`src/rtl/apb3_timer_slave.sv`:
```
// APB3 completer with a small register bank and a prescaled 32-bit down-counter
// that raises a level interrupt when it expires.
module apb3_timer_slave #(
  parameter int ADDR_WIDTH  = 8,
  parameter int WAIT_STATES = 1,
  parameter int PRESCALE    = 1
) (
  input  logic        HCLK,
  input  logic        HRESET,
  input  logic        PSEL,
  input  logic        PENABLE,
  input  logic [31:0] PADDR,
  input  logic        PWRITE,
  input  logic [31:0] PWDATA,
  output logic [31:0] PRDATA,
  output logic        PREADY,
  output logic        PSLVERR,
  output logic        IRQ
);

  typedef enum logic [1:0] {
    ST_IDLE   = 2'd0,
    ST_SETUP  = 2'd1,
    ST_ACCESS = 2'd2
  } state_t;

  localparam logic [3:0]            WAIT_INIT   = 4'(WAIT_STATES);
  localparam logic [15:0]           PRESC_LAST  = 16'(PRESCALE - 1);
  localparam logic [ADDR_WIDTH-1:0] OFF_CTRL    = ADDR_WIDTH'(8'h00);
  localparam logic [ADDR_WIDTH-1:0] OFF_LOAD    = ADDR_WIDTH'(8'h04);
  localparam logic [ADDR_WIDTH-1:0] OFF_VALUE   = ADDR_WIDTH'(8'h08);
  localparam logic [ADDR_WIDTH-1:0] OFF_STATUS  = ADDR_WIDTH'(8'h0C);
  localparam logic [ADDR_WIDTH-1:0] OFF_SCRATCH = ADDR_WIDTH'(8'h10);

  state_t        state_q, state_d;
  logic [3:0]    wait_q, wait_d;
  logic          pready_q, pready_d;
  logic [2:0]    ctrl_q, ctrl_d;
  logic [31:0]   load_q, load_d;
  logic [31:0]   value_q, value_d;
  logic          expired_q, expired_d;
  logic [31:0]   scratch_q, scratch_d;
  logic [15:0]   presc_q, presc_d;
  logic          irq_q, irq_d;

  logic [ADDR_WIDTH-1:0] addr;
  logic hit_ctrl, hit_load, hit_value, hit_status, hit_scratch;
  logic err, done, wr_ok, rd_ok, tick, expire_hw;
  logic [31:0] rdata;

  if (ADDR_WIDTH < 32) begin : g_unused
    logic unused_paddr_hi;
    assign unused_paddr_hi = ^PADDR[31:ADDR_WIDTH];
  end

  // Handshake: a transfer completes only in the cycle where PSEL, PENABLE and
  // PREADY are all high; side effects, PRDATA and PSLVERR exist only there.
  assign addr        = PADDR[ADDR_WIDTH-1:0];
  assign hit_ctrl    = (addr == OFF_CTRL);
  assign hit_load    = (addr == OFF_LOAD);
  assign hit_value   = (addr == OFF_VALUE);
  assign hit_status  = (addr == OFF_STATUS);
  assign hit_scratch = (addr == OFF_SCRATCH);
  assign err   = (addr[1:0] != 2'b00)
               | ~(hit_ctrl | hit_load | hit_value | hit_status | hit_scratch)
               | (PWRITE & hit_value);
  assign done  = PSEL & PENABLE & pready_q;
  assign wr_ok = done & PWRITE & ~err;
  assign rd_ok = done & ~PWRITE & ~err;

  always_comb begin
    rdata = 32'h0;
    if (hit_ctrl)         rdata = {29'h0, ctrl_q};
    else if (hit_load)    rdata = load_q;
    else if (hit_value)   rdata = value_q;
    else if (hit_status)  rdata = {31'h0, expired_q};
    else if (hit_scratch) rdata = scratch_q;
  end

  assign PRDATA  = rd_ok ? rdata : 32'h0;
  assign PSLVERR = done & err;
  assign PREADY  = pready_q;
  assign IRQ     = irq_q;

  always_comb begin
    state_d = state_q;
    wait_d  = wait_q;
    case (state_q)
      ST_IDLE: begin
        if (PSEL && !PENABLE) state_d = ST_SETUP;
      end
      ST_SETUP: begin
        if (!PSEL) begin
          state_d = ST_IDLE;
        end else begin
          state_d = ST_ACCESS;
          wait_d  = WAIT_INIT;
        end
      end
      ST_ACCESS: begin
        if (!PSEL || pready_q) begin
          state_d = ST_IDLE;
          wait_d  = 4'd0;
        end else if (wait_q != 4'd0) begin
          wait_d = wait_q - 4'd1;
        end
      end
      default: state_d = ST_IDLE;
    endcase
    pready_d = (state_d == ST_ACCESS) && (wait_d == 4'd0);
  end

  // Hardware timer updates first; software writes below override them.
  always_comb begin
    ctrl_d    = ctrl_q;
    load_d    = load_q;
    value_d   = value_q;
    expired_d = expired_q;
    scratch_d = scratch_q;
    presc_d   = presc_q;
    expire_hw = 1'b0;
    tick      = ctrl_q[0] && (presc_q == PRESC_LAST);

    if (ctrl_q[0]) presc_d = tick ? 16'h0 : presc_q + 16'd1;
    if (tick) begin
      if (value_q != 32'h0) begin
        value_d = value_q - 32'd1;
      end else begin
        expire_hw = 1'b1;
        if (ctrl_q[1]) value_d   = load_q;
        else           ctrl_d[0] = 1'b0;
      end
    end

    if (wr_ok) begin
      if (hit_ctrl) ctrl_d = PWDATA[2:0];
      if (hit_load) begin
        load_d  = PWDATA;
        value_d = PWDATA;
        presc_d = 16'h0;
      end
      if (hit_status && PWDATA[0]) expired_d = 1'b0;
      if (hit_scratch) scratch_d = PWDATA;
    end
    // A hardware expiry beats a same-cycle write-1-to-clear.
    if (expire_hw) expired_d = 1'b1;

    irq_d = expired_q & ctrl_q[2];
  end

  always_ff @(posedge HCLK or posedge HRESET) begin
    if (HRESET) begin
      state_q   <= ST_IDLE;
      wait_q    <= 4'd0;
      pready_q  <= 1'b0;
      ctrl_q    <= 3'd0;
      load_q    <= 32'h0;
      value_q   <= 32'h0;
      expired_q <= 1'b0;
      scratch_q <= 32'h0;
      presc_q   <= 16'h0;
      irq_q     <= 1'b0;
    end else begin
      state_q   <= state_d;
      wait_q    <= wait_d;
      pready_q  <= pready_d;
      ctrl_q    <= ctrl_d;
      load_q    <= load_d;
      value_q   <= value_d;
      expired_q <= expired_d;
      scratch_q <= scratch_d;
      presc_q   <= presc_d;
      irq_q     <= irq_d;
    end
  end

endmodule
```
`config.mk`:
```
export PLATFORM = sky130hd
export DESIGN_NAME = apb3_timer_slave
export DESIGN_NICKNAME = d
export VERILOG_FILES = /design/src/rtl/apb3_timer_slave.sv
export SDC_FILE = /design/constraint.sdc
export NUM_CORES = 1
export LEC_CHECK = 0
export ABC_AREA = 1
export BUFFER_PORTS_ARGS = -buffer_cell sky130_fd_sc_hd__buf_2
export CAP_MARGIN = 20
export CORE_MARGIN = 8
export CORE_UTILIZATION = 55
export CTS_BUF_LIST = sky130_fd_sc_hd__clkbuf_16
export CTS_CLUSTER_SIZE = 25
export DETAILED_ROUTE_END_ITERATION = 8
export PLACE_DENSITY = 0.8
export SLEW_MARGIN = 10
export SYNTH_ARGS = -nofsm -noshare
export SYNTH_HDL_FRONTEND = slang
export SYNTH_SLANG_ARGS = --single-unit
```
`constraint.sdc`:
```
create_clock -name HCLK -period 6.5 [get_ports HCLK]
set_clock_uncertainty 0.2 [all_clocks]
set_input_delay 0 -clock HCLK [delete_from_list [all_inputs] [get_ports HCLK]]
set_output_delay 0 -clock HCLK [all_outputs]
set_load 0.03 [all_outputs]
```
==> results.yml <==
routing:
  first_pass_iters: 5
  viasPerCell: 5.529
  dr.first_iter.drc_count: 662
  drc: 0
  antenna_left: 0
  wl_microns: 23270
  routedWlPerCell_microns: 15.40
  dr_total_vias: 8354
placement:
  hpwl_microns: 15840
  io_buffers: 79
  place.gp.congestion: 0.9640
grt:
  grt_pass1_wl_microns: 39460
  grt_overflow: 0
  antenna_found_initial: 0
  grt_usage_pct: 24.48
  first_global_vias: 8140
  grt_max_degree: 71
power:
  p_clk_share_pct: 33.2
  sw_frac_of_total_pct: 37.20
  internal-power_mw: 1.601
  p_per_area_mw_per_mm2: 261.5
  vdd_drop_max_uv: 220.9
  comb_power_share_pct: 29.4
  cellLeakagePower_nw: 4.876
  power_frac_seq_pct: 37.5
  power_switching_mw: 0.9486
sta:
  finalCritPeriodShare_pct: 55.58
  fmax_mhz: 276.8
  finalMaxSlewViolations: 0
  timing.slew.headroom_pct: 36.98
  timing.hold.ws_ns: 0.03201
  fin_setup_tns_ns: 0
  final.min_clock_period_ns: 3.613
  hold_viol: 0
  final-setup-viol-count: 0
  rsz0062_at_grt: "no"
  worstMarginPinSlew_ns: 0.9453
floorplan:
  die_w_microns: 139.6
  core_sq_mm: 0.01503
  io_pins: 104
  row_count: 45
  die_h_microns: 139.6
  die_area_sq_mm: 0.01947
  start_util_pct: 55.85
cts:
  clock_path_buffers: 2
  cts_setup_buffers: 0
  cts_num_sinks: 124
  h-tree-depth: 4
  cts_tree: "built"
  root_buffer: "clkbuf_16"
  path_clk_slew_ns: 0.05
  hold_buffers: 43
  cts_made_buffers: 17
  clkLatencyLatePin_ns: 0.42
  cts_resized: 0
cells_and_area:
  syn_to_final_growth_pct: 16.13
  fillers: 1341
  n_antenna_cell: 0
  fin_nets: 1389
  drive_gt1_share_pct: 13.98
yosys:
  ys_ff_latch: 124
  ys_seq_area_share_pct: 36.96
  synth_fp_nets: 1288
  yosysTopAreaCell: "dfrtp_1"
  netlist.area_leader.share_pct: 36.96
  yosysUniqueCellTypes: 41
  yosysWarnings: 0
  synthCells: 1210
  syn_area_sq_mm: 0.008396
  avgSynthCellArea_sq_um: 6.938
  yosys-top-cells-area: "dfrtp_1 37%, nand2_1 17%, nor2_1 7.0%"
worst_setup_path:
  critPathKind: "in2out"
  required_ns: 6.30
  critPathMaxFanout: 31
  end_kind: "output port"
  arrival_ns: 3.41
  worst_setup_path_start_kind: "input pin"
run_status:
  status: "complete, no violations"
flow_run:
  drv_cap: 0
min_path:
  hold_path_class: "in2reg"
metrics by stage:
step | setup WS, ns | instance area [sq um] | cells | power [mW] | util, %
floorplan | 3.001 | 8396 | 1210 | 1.489 | -
finish | 2.887 | 9749 | 1511 | 2.550 | 64.85
global route | 2.759 | 9749 | 1511 | 2.709 | 64.85
CTS | 2.938 | 9719 | 1509 | 2.548 | 64.65
global placement | 3.917 | 8771 | 1435 | 1.658 | 58.34
detailed placement | 3.910 | 8771 | 1435 | 1.676 | 58.34
layout make-up:
cell class,count,area [sq um],area share [%]
multi-input combinational,885,4415,45.29
sequential,124,3103,31.83
timing repair buffer,130,900.9,9.240
inverter,153,576.8,5.916
clock buffer,17,425.4,4.363
tap,188,235.2,2.413
clock inverter,14,92.59,0.9497
power groups by stage:
stage	Combinational (mW)	Sequential (mW)	Clock, mW
final	0.749	0.955	0.846
after global routing	0.854	0.967	0.888
after CTS	0.741	0.951	0.855
after detailed placement	0.713	0.963	0
after global placement	0.697	0.961	0
after floorplan	0.558	0.931	0
worst max-delay path, cell delays in order:
cell	delay (ns)
dlygate4sd3_1	0.52
buf_2	0.13
nor2_4	0.11
dlygate4sd3_1	0.59
nand2_1	0.10
nor3_4	0.16
buf_4	0.39
inv_1	0.42
buf_4	0.34
o211ai_1	0.11
o21ai_0	0.12
nor3_1	0.16
buf_2	0.23
path summary, 6_finish.rpt:
check                             start             to  slack (ns)  cells past startpoint
setup / recovery               PADDR[0]     PRDATA[30]        2.89                     13
hold / removal                 PADDR[1]      expired_q        0.03                      7
setup reg to reg             presc_q[0]    value_q[16]        3.89                     11
hold reg to reg            scratch_q[2]   scratch_q[2]        0.28                      2
max in group asynchronous        HRESET  scratch_q[29]        4.71                      4
min in group asynchronous        HRESET   scratch_q[6]        0.04                      3
kinds of logic (layout without fill, tap and decap cells):
logic type | after synthesis | count (layout) | share of synthesized area (%)
XOR/XNOR | 8 | 8 | 0.8346
adder cells (fa/ha/maj) | 9 | 9 | 1.341
flip-flops | 124 | 124 | 36.96
buffers and inverters | 201 | 314 | 10.45
AND/OR/NAND/NOR | 691 | 691 | 36.01
AO/OA/AOI/OAI | 177 | 177 | 14.41
placed cells by master (no fill, tap or decap), types with 14 or more instances in the layout:
cell / count
o21ai_2: 32
dfrtp_1: 124
nor2_1: 156
buf_2: 79
clkbuf_16: 17
nor3_1: 14
nand3_1: 76
o211ai_1: 33
nand2_1: 373
a21oi_1: 25
inv_1: 150
dlygate4sd3_1: 43
nand4_1: 30
a221oi_1: 28
o21ai_0: 43
Yosys cell counts (all sizes together):
cell type,n
a22oi,1
a221oi,28
o211ai,33
inv,153
buf,34
nand2,377
clkbuf,14
a31o,1
a21oi,25
nand3,80
xor2,8
o21ai,85
nor3,16
nor3b,1
or2,1
and3,2
o21bai,1
o32ai,1
nand4,33
ha,9
dfrtp,124
nand3b,4
and2,1
o21a,1
nor2,175
a31oi,1
nor4,1
layer usage:
metal,GRT usage (%),routed length [microns],vias up
li1,-,-,4129
met1,30.03,9947,3927
met5,0,0,-
met3,5.404,1305,40
met2,42.19,11570,258
met4,7.486,447,0
state kept, by name (all words and copies together) (netlist names):
signal / cells
value_q: 32
wait_q: 4
load_q: 32
PREADY: 1
state_q: 2
presc_q: 16
scratch_q: 32
expired_q: 1
IRQ: 1
ctrl_q: 3
Note: power is estimated with default switching activity, not from simulation.
